$ cat src/rtl/scu_clk_div6_if.sv
// Configuration port of the six-channel SCU clock divider: valid/ready request
// carrying a channel index, an enable and a divide ratio.
interface scu_clk_div6_if;
    logic       cfg_valid_i;
    logic       cfg_ready_o;
    logic [2:0] cfg_sel_i;
    logic       cfg_en_i;
    logic [7:0] cfg_div_i;

    // Requester side: drives the request, observes ready
    modport master (
        output cfg_valid_i,
        output cfg_sel_i,
        output cfg_en_i,
        output cfg_div_i,
        input  cfg_ready_o
    );

    // Divider side: consumes the request, returns ready
    modport slave (
        input  cfg_valid_i,
        input  cfg_sel_i,
        input  cfg_en_i,
        input  cfg_div_i,
        output cfg_ready_o
    );
endinterface

$ cat src/rtl/scu_clk_div6.sv
// Six-channel programmable clock divider for the SCU.
// Each channel divides clk by a run-time programmable ratio (2..255).
// Ratio/enable updates are held pending and applied only at a period boundary
// (end of low phase), or on the next cycle if the channel is disabled.
// Optional feature macro: SCU_CLK_DIV_ODD_EN enables odd divide ratios; when
// undefined, bit 0 of every ratio is forced to 0 so all outputs are 50% duty.
module scu_clk_div6 #(
    parameter int unsigned DIV_RST = 2,
    parameter logic [5:0]  EN_RST  = 6'b111111
) (
    input  logic                 clk,
    input  logic                 rst,
    scu_clk_div6_if.slave        cfg,
    output logic [5:0]           clk_o,
    output logic [5:0]           busy_o
);

    localparam int unsigned NCH = 6;
    localparam int unsigned DW  = 8;

    // Normalise a requested ratio: optional even-forcing, then clamp 0/1 to 2
    function automatic logic [DW-1:0] norm_div(input logic [DW-1:0] raw);
        logic [DW-1:0] v;
`ifdef SCU_CLK_DIV_ODD_EN
        v = raw;
`else
        v = {raw[DW-1:1], 1'b0};
`endif
        if (v < DW'(2)) begin
            v = DW'(2);
        end
        return v;
    endfunction

    localparam logic [DW-1:0] DIV_RST_N = norm_div(DW'(DIV_RST));

    logic [DW-1:0] div_q  [NCH];
    logic [DW-1:0] cnt_q  [NCH];
    logic [DW-1:0] pdiv_q [NCH];
    logic [NCH-1:0] en_q;
    logic [NCH-1:0] pen_q;
    logic [NCH-1:0] pend_q;
    logic [NCH-1:0] clk_q;

    logic [NCH-1:0] wrap;
    logic [NCH-1:0] accept;
    logic [NCH-1:0] apply;
    logic           ready;

    // Channel decode, handshake ready, period-end and apply detection
    always_comb begin
        ready  = 1'b1;
        accept = '0;
        apply  = '0;
        wrap   = '0;
        for (int n = 0; n < NCH; n++) begin
            if (cfg.cfg_sel_i == 3'(n)) begin
                ready     = ~pend_q[n];
                accept[n] = cfg.cfg_valid_i & ~pend_q[n];
            end
            wrap[n]  = (cnt_q[n] == (div_q[n] - DW'(1)));
            apply[n] = pend_q[n] & (~en_q[n] | wrap[n]);
        end
    end

    assign cfg.cfg_ready_o = ready;

    // Per-channel counter, output register, pending-update capture and apply
    always_ff @(posedge clk) begin
        if (rst) begin
            for (int n = 0; n < NCH; n++) begin
                div_q[n]  <= DIV_RST_N;
                cnt_q[n]  <= '0;
                pdiv_q[n] <= DIV_RST_N;
            end
            en_q   <= EN_RST;
            pen_q  <= '0;
            pend_q <= '0;
            clk_q  <= '0;
        end else begin
            for (int n = 0; n < NCH; n++) begin
                if (accept[n]) begin
                    pen_q[n]  <= cfg.cfg_en_i;
                    pdiv_q[n] <= norm_div(cfg.cfg_div_i);
                    pend_q[n] <= 1'b1;
                end else if (apply[n]) begin
                    pend_q[n] <= 1'b0;
                end

                if (apply[n]) begin
                    div_q[n] <= pdiv_q[n];
                    en_q[n]  <= pen_q[n];
                    cnt_q[n] <= '0;
                end else if (en_q[n]) begin
                    cnt_q[n] <= wrap[n] ? '0 : cnt_q[n] + DW'(1);
                end else begin
                    cnt_q[n] <= '0;
                end

                clk_q[n] <= en_q[n] & (cnt_q[n] < (div_q[n] >> 1));
            end
        end
    end

    assign clk_o  = clk_q;
    assign busy_o = pend_q;

endmodule

$ cat src/flat_wrapper.sv
// flat-port wrapper written by rule: the top's interface ports become plain ports
module scu_clk_div6_flat 
#(
    parameter int unsigned DIV_RST = 2,
    parameter logic [5:0]  EN_RST  = 6'b111111
)
  (clk, rst, clk_o, busy_o, cfg_cfg_valid_i, cfg_cfg_sel_i, cfg_cfg_en_i, cfg_cfg_div_i, cfg_cfg_ready_o);
  scu_clk_div6_if cfg_i ();
  input  logic clk;
  input  logic rst;
  output logic [5:0] clk_o;
  output logic [5:0] busy_o;
  input wire logic [$bits(cfg_i.cfg_valid_i)-1:0] cfg_cfg_valid_i;
  input wire logic [$bits(cfg_i.cfg_sel_i)-1:0] cfg_cfg_sel_i;
  input wire logic [$bits(cfg_i.cfg_en_i)-1:0] cfg_cfg_en_i;
  input wire logic [$bits(cfg_i.cfg_div_i)-1:0] cfg_cfg_div_i;
  output wire logic [$bits(cfg_i.cfg_ready_o)-1:0] cfg_cfg_ready_o;
  assign cfg_i.cfg_valid_i = cfg_cfg_valid_i;
  assign cfg_i.cfg_sel_i = cfg_cfg_sel_i;
  assign cfg_i.cfg_en_i = cfg_cfg_en_i;
  assign cfg_i.cfg_div_i = cfg_cfg_div_i;
  assign cfg_cfg_ready_o = cfg_i.cfg_ready_o;
  scu_clk_div6 #(.DIV_RST(DIV_RST), .EN_RST(EN_RST)) u_core (.clk(clk), .rst(rst), .cfg(cfg_i), .clk_o(clk_o), .busy_o(busy_o));
endmodule
$ cat config.mk
export PLATFORM = sky130hd
export DESIGN_NAME = scu_clk_div6_flat
export DESIGN_NICKNAME = d
export VERILOG_FILES = /design/src/rtl/scu_clk_div6_if.sv /design/src/rtl/scu_clk_div6.sv /design/src/flat_wrapper.sv
export SDC_FILE = /design/constraint.sdc
export NUM_CORES = 1
export LEC_CHECK = 0
export CAP_MARGIN = 20
export CELL_PAD_IN_SITES_DETAIL_PLACEMENT = 1
export CELL_PAD_IN_SITES_GLOBAL_PLACEMENT = 1
export CORE_UTILIZATION = 30
export DETAILED_ROUTE_END_ITERATION = 6
export PLACE_DENSITY = 0.65
export SYNTH_ARGS = -nofsm -noshare
export SYNTH_HDL_FRONTEND = slang
export SYNTH_SLANG_ARGS = --single-unit
export TNS_END_PERCENT = 5
$ cat constraint.sdc
create_clock -name clk -period 3.43 [get_ports clk]
set_input_delay 0.686 -clock clk [delete_from_list [all_inputs] [get_ports clk]]
set_output_delay 0.686 -clock clk [all_outputs]
set_load 0.02 [all_outputs]
Yosys cells after proc, flatten, opt, wreduce, memory -nomap -nowiden --
Memories as Yosys holds them, arrays and structs flattened. Cells that the tools add are included.
Storage, ports and cells: output and inout port bits 13, memory bits (writable) 144, memories kept 3, input port bits 15, flip-flop bits (word level) 24
Operators by class: $lt $le $gt $ge 7, $add $sub $neg 12, multiplexer cells 159, bitwise logic cells 66, reduce and logical (&&, ||, !) cells 7, equality and inequality tests 11
Memory list:
- u_core.cnt_q | depth 6, width 8, rd ports 6, clocked after memory_dff 0, wr ports 6, line scu_clk_div6.sv:38 | logic [DW-1:0] cnt_q [NCH];
- u_core.div_q | depth 6, width 8, rd ports 6, clocked after memory_dff 0, wr ports 6, line scu_clk_div6.sv:37 | logic [DW-1:0] div_q [NCH];
- u_core.pdiv_q | depth 6, width 8, rd ports 6, clocked after memory_dff 0, wr ports 6, line scu_clk_div6.sv:39 | logic [DW-1:0] pdiv_q [NCH];
Operator list (count):
- 2-to-1 mux 8 bit | 49
- 2-to-1 mux 1 bit | 110
- adder 8 x 1 -> 8 bit (second input constant) | 6
- == test 8 bit | 6
- less-than comparator 8 x 7 -> 1 bit | 6
- subtractor 8 x 1 -> 8 bit (second input constant) | 6
- OR 1 bit | 36
- bitwise AND 1 bit | 18
- NOT 1 bit | 12
- nonzero test 2 bit | 6
- less-than comparator 8 x 2 -> 1 bit (second input constant) | 1
- == test 3 x 2 -> 1 bit (second input constant) | 2
- == test 3 bit (second input constant) | 2
- == test 3 x 1 -> 1 bit (second input constant) | 1
- zero test 3 bit | 1

Depth between registers and ports, before layout --
Gate-level depths: netlist of the first run.
depth in word-level cells 10, mapped depth 7

Worst setup path before layout of the first run --
OpenSTA, ideal clock, no wires.
path kind flip-flop to flip-flop, start point mem u_core.div_q[4][1], in the netlist u_core.div_q[0][33], end point mem u_core.div_q[4][1], in the netlist u_core.div_q[0][33] (enable), buffers on the path 0, data arrival time 2.123 ns, slack 0.926 ns, cell stages (with the launch flop) 8, path through edfxtp_1 -> inv_1 -> ha_1 -> xnor2_1 -> nor2_1 -> o2111ai_1 -> o31a_1 -> o21ai_0
RTL lines (line):
- from (decl) | scu_clk_div6.sv:37

Worst setup path after layout of the first run --
start point in cfg_cfg_sel_i[1], end point out cfg_cfg_ready_o
On the way: word-level cells in the longest chain between the ends 7, elaborated cells on any way between the ends 12, classes of those cells 5 x eq/ne; 6 x mux; 1 x reduce/logical
RTL lines:
- from (decl) | line flat_wrapper.sv:14 | input wire logic [$bits(cfg_i.cfg_sel_i)-1:0] cfg_cfg_sel_i;
- zero test 3 bit | line scu_clk_div6.sv:57 | if (cfg.cfg_sel_i == 3'(n)) begin
- 2-to-1 mux 1 bit (5 in a row) | line scu_clk_div6.sv:57
- 2-to-1 mux 1 bit (*) | line scu_clk_div6.sv:57
- to (decl) | line flat_wrapper.sv:17 | output wire logic [$bits(cfg_i.cfg_ready_o)-1:0] cfg_cfg_ready_o;
Mark *: on every way between the ends. The rest lies on a longest branch, timed or not.

==> metrics, run 1 <==
clock tree from TritonCTS=built; max-cap check violation count=0; clock slew at reported path FFs=0.06 ns; Layout area overhead=19.3%; count of routing violations after the opening detailed-route iteration=188; asr flop ratio synth=0; share of the synthesized area in the top cell type=0.470; path type of the worst min-delay path=register to register; cell repeated most along the worst path=sky130_fd_sc_hd__clkdlybuf4s50_1; Mean Syn Cell Area=10.6 sq um; share of cells above drive strength 1=0.0595; die footprint=0.0288 sq mm; pins over their slew limit=0; cell area power density=463 mW/mm^2; min Tclk post-route=3.24 ns; worst ir drop on vdd=0.000342 V; Total Routed Length=18400 microns; die extent in y=170 microns; ordered cell list for the critical path=clkdlybuf4s50_1 > nor4bb_1 > nor4_1 > a21oi_1 > clkdlybuf4s50_1; WHS Path Cells=2; overall die width=170 microns; cell area after technology mapping=0.00844 sq mm; dominant cell type by area after synthesis=sky130_fd_sc_hd__edfxtp_1; number of vias per cell=4.65; CP startpoint=cfg_cfg_sel_i[1]; number of diodes=0; FP Rows=61; startpoint type of the worst setup path=primary input; number of flops mapped to enable cells by yosys=132; clk sink count=156; quantity of I/O buffers inserted on ports=26; endpoint kind of the worst setup timing path=output port; final HPWL from detailed placement=13600 microns; part of the cycle the worst path needs=0.945; final core area utilization=0.363; maximum root-to-sink buffer count=2; share of the yosys chip area belonging to registers=0.527; Reg2Reg Depth=7; DRC violations left=0; Fmax=0.309 GHz; global-route wire length before repair=30700 microns; required time at the endpoint of the critical path=2.74 ns; critical path class=primary input to output port; final critical-path setup slack=0.189 ns; overall power of the completed layout=4.66 mW; Synth Flop Type=sky130_fd_sc_hd__edfxtp_1; warning count from the yosys run=0; mean routed wirelength per cell=14.3 microns; number of placed I/O pins=28; GRT Util Overall=0.136; Layout Skew=0.0102 ns; total iterations of the first detailed-routing run=4; Routed Antenna Nets=0; Root Buffer Master=sky130_fd_sc_hd__clkbuf_16; GRT Residual Overflow=0; total number of vias=5972; largest net degree at the start of global routing=17; number of instances in the synthesized netlist=795; Critical Path AT=2.55 ns; initial antenna violation count=0; starting utilization of the core area=0.304; cell with the largest stage delay on the worst path=sky130_fd_sc_hd__clkdlybuf4s50_1; final setup TNS=0 ns; number of global-route vias before repair=6203; start of the worst register-to-register path=u_core.div_q[0][1]; worst slack, placed=0.177 ns; Leakage Power=3.93 nW; total number of H-tree levels=4; setup repair after global routing missed its margin=false; number of nets in the layout=957; run status=completed; register bit total from synthesis=156; final setup violation count=0; final weighted congestion in routability-driven placement=0.727; core outline area=0.0277 sq mm; post-cts sizing count=0; worst-skew pair later-pin latency=0.42 ns; startpoint of the lowest-slack hold path=u_core.en_q[3]; TritonCTS Buffers=17; count of hold-fix buffers inserted at cts=0; Setup Fix Bufs, Post-CTS=0; Max-Slew Margin vs Limit=0.359; top post-synthesis cells by area=sky130_fd_sc_hd__edfxtp_1 47%, sky130_fd_sc_hd__ha_1 7.1%, sky130_fd_sc_hd__dfxtp_1 5.7%; Crit path largest cell delay=0.64 ns; largest driver fanout on the critical path=6; count of unique library cells instantiated by Yosys=50; Slew @ Worst Pin=0.946 ns; number of hold violations in the final report=0
## power breakdown
group          total (mW)  internal, mW  switching [mW]
registers            2.25          2.15          0.0944
logic               0.412         0.178           0.234
clock network        2.00          1.22           0.783
## logic make-up after synthesis
family | count (synthesis) | synth area share
AND/OR/NAND/NOR | 328 | 0.189
flip-flops | 156 | 0.527
AO/OA/AOI/OAI | 108 | 0.0900
XOR/XNOR | 84 | 0.0872
buffers and inverters | 65 | 0.0289
adder cells (fa/ha/maj) | 48 | 0.0712
multiplexers | 5 | 0.00593
other | 1 | 0.000445
## worst max-delay path, delay by kind of cell
kind / cells / cell delay (ns)
compound gates: 1 / 0.16
buf+inv: 2 / 1.22
simple gates: 2 / 0.48
## cells in the final DEF (no fill, tap or decap), types with 3 or more instances in the layout
cell / instances
sky130_fd_sc_hd__and4_1: 3
sky130_fd_sc_hd__and2_1: 30
sky130_fd_sc_hd__nand2_1: 63
sky130_fd_sc_hd__ha_1: 48
sky130_fd_sc_hd__clkbuf_16: 17
sky130_fd_sc_hd__o211a_1: 5
sky130_fd_sc_hd__conb_1: 48
sky130_fd_sc_hd__or4_1: 6
sky130_fd_sc_hd__nor3_1: 12
sky130_fd_sc_hd__clkdlybuf4s50_1: 26
sky130_fd_sc_hd__nand4_1: 12
sky130_fd_sc_hd__dfxtp_1: 24
sky130_fd_sc_hd__nand3_1: 26
sky130_fd_sc_hd__bufinv_16: 4
sky130_fd_sc_hd__o2111ai_1: 6
sky130_fd_sc_hd__o31a_1: 10
sky130_fd_sc_hd__xor2_1: 46
sky130_fd_sc_hd__xnor2_1: 38
sky130_fd_sc_hd__inv_1: 55
sky130_fd_sc_hd__o21ai_0: 12
sky130_fd_sc_hd__o31ai_1: 3
sky130_fd_sc_hd__and3_1: 33
sky130_fd_sc_hd__nor4_1: 3
sky130_fd_sc_hd__a21o_1: 7
sky130_fd_sc_hd__o41ai_1: 4
sky130_fd_sc_hd__clkinvlp_4: 6
sky130_fd_sc_hd__o311ai_0: 3
sky130_fd_sc_hd__nand2b_1: 17
sky130_fd_sc_hd__a21oi_1: 35
sky130_fd_sc_hd__nor2_1: 111
sky130_fd_sc_hd__a31oi_1: 7
sky130_fd_sc_hd__buf_4: 17
sky130_fd_sc_hd__mux2i_1: 5
sky130_fd_sc_hd__edfxtp_1: 132
sky130_fd_sc_hd__or3_1: 3
## stage by stage
stage / instances / hold WS [ns] / cell area, sq um
global placement: 1253 / 0.455 / 9440
finish: 1285 / 0.471 / 10100
floorplan: 842 / 0.429 / 8610
CTS: 1285 / 0.472 / 10100
detailed placement: 1253 / 0.460 / 9440
global route: 1285 / 0.502 / 10100
## layer usage
layer,vias up,wire length [microns],GRT usage
met5,-,0,0
met4,0,244,0.0482
met3,16,387,0.0226
met2,55,8840,0.230
met1,2906,8880,0.175
li1,2995,-,-
## registers in the layout, summed over array words and instances, names as in the netlist
register       cells
u_core.busy_o      6
u_core.clk_o       6
u_core.cnt_q      48
u_core.div_q      42
u_core.en_q        6
u_core.pdiv_q     42
u_core.pen_q       6
## path summary, 6_finish.rpt
path	endpoint	slack, ns
worst min-delay path	u_core.en_q[3]	0.47
worst max register to register	u_core.div_q[0][7]	0.81
worst max-delay path	cfg_cfg_ready_o	0.19
worst min register to register	u_core.en_q[3]	0.47
## layout make-up
class | count | area (sq um)
Timing Repair Buffer | 43 | 388
Multi-Input combinational cell | 621 | 3920
Clock buffer | 18 | 429
Sequential cell | 156 | 4440
Inverter | 55 | 206
Tap cell | 378 | 473
Fill cell | 3123 | 17600
Clock inverter | 14 | 195
## cell usage after synthesis (4+ instances only)
library cell                count
sky130_fd_sc_hd__edfxtp_1     132
sky130_fd_sc_hd__nor2_1       111
sky130_fd_sc_hd__nand2_1       63
sky130_fd_sc_hd__inv_1         55
sky130_fd_sc_hd__ha_1          48
sky130_fd_sc_hd__xor2_1        46
sky130_fd_sc_hd__xnor2_1       38
sky130_fd_sc_hd__a21oi_1       35
sky130_fd_sc_hd__and3_1        33
sky130_fd_sc_hd__and2_1        30
sky130_fd_sc_hd__nand3_1       26
sky130_fd_sc_hd__dfxtp_1       24
sky130_fd_sc_hd__nand2b_1      17
sky130_fd_sc_hd__nand4_1       12
sky130_fd_sc_hd__nor3_1        12
sky130_fd_sc_hd__o21ai_0       12
sky130_fd_sc_hd__clkbuf_1      10
sky130_fd_sc_hd__o31a_1        10
sky130_fd_sc_hd__a21o_1         7
sky130_fd_sc_hd__a31oi_1        7
sky130_fd_sc_hd__o2111ai_1      6
sky130_fd_sc_hd__or4_1          6
sky130_fd_sc_hd__mux2i_1        5
sky130_fd_sc_hd__o211a_1        5
sky130_fd_sc_hd__o41ai_1        4
Power figures use the tool's default switching activity.
==> inputs of run 2 (changes only) <==
PLACE_DENSITY = 0.52   (was 0.65)
==> run 2 against run 1 <==
Effect of this change:
- critical path depth unchanged
- clock skew decreased by 0.0014 ns
- worst setup slack got worse by 0.0048 ns
- global-route usage increased by 0.23 points
==> metrics, run 2 (synthesis results as in run 1) <==
initial antenna violation count=0; Total Routed Length=18600 microns; number of hold violations in the final report=0; Leakage Power=3.90 nW; DRC violations left=0; max-cap check violation count=0; cell area power density=450 mW/mm^2; GRT Util Overall=0.138; GRT Residual Overflow=0; critical path class=primary input to output port; total of fill cells in the finished design=3149; top library cells by usage in the layout, fill and taps aside=132 x sky130_fd_sc_hd__edfxtp_1, 111 x sky130_fd_sc_hd__nor2_1, 63 x sky130_fd_sc_hd__nand2_1; Slew @ Worst Pin=0.682 ns; FP Rows=61; number of placed I/O pins=28; count of routing violations after the opening detailed-route iteration=254; die footprint=0.0288 sq mm; worst-skew pair later-pin latency=0.42 ns; part of the cycle the worst path needs=0.946; sum of routed wire segments on met1=9760 microns; run status=completed; top routing layer in use=met4; Layout area overhead=18.5%; clock tree from TritonCTS=built; number of vias per cell=4.60; overall die width=170 microns; quantity of I/O buffers inserted on ports=26; Root Buffer Master=sky130_fd_sc_hd__clkbuf_16; number of diodes=0; worst ir drop on vdd=0.000326 V; routed length on met2=8260 microns; mean routed wirelength per cell=14.5 microns; largest registers=u_core.cnt_q (48), u_core.div_q (42), u_core.pdiv_q (42); flip-flop count of the largest register, all copies and words added=48; die extent in y=170 microns; global-route wire length before repair=31200 microns; min Tclk post-route=3.25 ns; final weighted congestion in routability-driven placement=0.722; register with the most flip-flops=u_core.cnt_q; startpoint type of the worst setup path=primary input; number of global-route vias before repair=5998; number of nets in the layout=957; clock slew at reported path FFs=0.06 ns; Layout Skew=0.00873 ns; Max-Slew Margin vs Limit=0.545; post-cts sizing count=0; Fmax=0.308 GHz; worst hold slack across all endpoints=0.485 ns; required time at the endpoint of the critical path=2.74 ns; total iterations of the first detailed-routing run=4; starting utilization of the core area=0.304; largest net degree at the start of global routing=24; count of hold-fix buffers inserted at cts=0; Critical Path AT=2.56 ns; path type of the worst min-delay path=register to register; total number of vias=5913; final setup violation count=0; TritonCTS Buffers=17; core outline area=0.0277 sq mm; setup repair after global routing missed its margin=false; maximum root-to-sink buffer count=2; clk sink count=156; met3 routed WL=397 microns; final HPWL from detailed placement=13900 microns; most frequent standard cell in the layout excluding fill and tap cells=sky130_fd_sc_hd__edfxtp_1; overall power of the completed layout=4.50 mW; Routed Antenna Nets=0; final setup TNS=0 ns; largest driver fanout on the critical path=6; total number of H-tree levels=4; Setup Fix Bufs, Post-CTS=0; share of cells above drive strength 1=0.0562; endpoint kind of the worst setup timing path=output port; pins over their slew limit=0
[run 2: final timing paths]
check             cells after the start  slack (ns)                  to               start
setup reg to reg                      7        0.83  u_core.div_q[0][7]  u_core.div_q[0][1]
setup / recovery                      5        0.18     cfg_cfg_ready_o    cfg_cfg_sel_i[1]
hold reg to reg                       2        0.48      u_core.en_q[3]      u_core.en_q[3]
hold / removal                        2        0.48      u_core.en_q[3]      u_core.en_q[3]
[run 2: report_power, final]
group / internal (mW) / leakage (nW) / switching (mW) / total [mW]
Combinational: 0.178 / 2.13 / 0.236 / 0.413
Sequential: 2.15 / 1.52 / 0.0932 / 2.25
Clock: 1.07 / 0.258 / 0.772 / 1.84
Total: 3.40 / 3.90 / 1.10 / 4.50
[run 2: metal layers]
layer  vias up  track usage
li1       2995            -
met1      2850        0.195
met2        53        0.215
met3        15       0.0231
met4         0       0.0435
met5         -            0
[run 2: worst max-delay path: stages]
cell and delay (ns):
sky130_fd_sc_hd__clkdlybuf4s50_1 0.55, sky130_fd_sc_hd__nor4b_1 0.44, sky130_fd_sc_hd__nor4_1 0.11, sky130_fd_sc_hd__a21oi_1 0.14, sky130_fd_sc_hd__clkdlybuf4s50_1 0.63
[run 2: cell type report]
| type | count | area, sq um | share of cell area |
|---|---|---|---|
| Clock buffer | 20 | 437 | 0.0437 |
| Multi-Input combinational cell | 621 | 3920 | 0.393 |
| Inverter | 55 | 206 | 0.0207 |
| Clock inverter | 12 | 124 | 0.0124 |
| Sequential cell | 156 | 4440 | 0.445 |
| Timing Repair Buffer | 43 | 388 | 0.0388 |
| Tap cell | 378 | 473 | 0.0473 |
[run 2: metrics by stage]
step                instance area, sq um  setup slack, ns   util  std cells
global placement                    9440            0.139  0.341       1253
CTS                                10000            0.190  0.361       1285
finish                             10000            0.185  0.361       1285
floorplan                           8610            0.926      -        842
detailed placement                  9440            0.212  0.341       1253
global route                       10000          0.00752  0.361       1285
==> inputs of run 3 (changes only) <==
GPL_TIMING_DRIVEN = 1   (was unset)
==> results of run 3 <==
Final layout, timing and power as in run 2 (identical DEF).
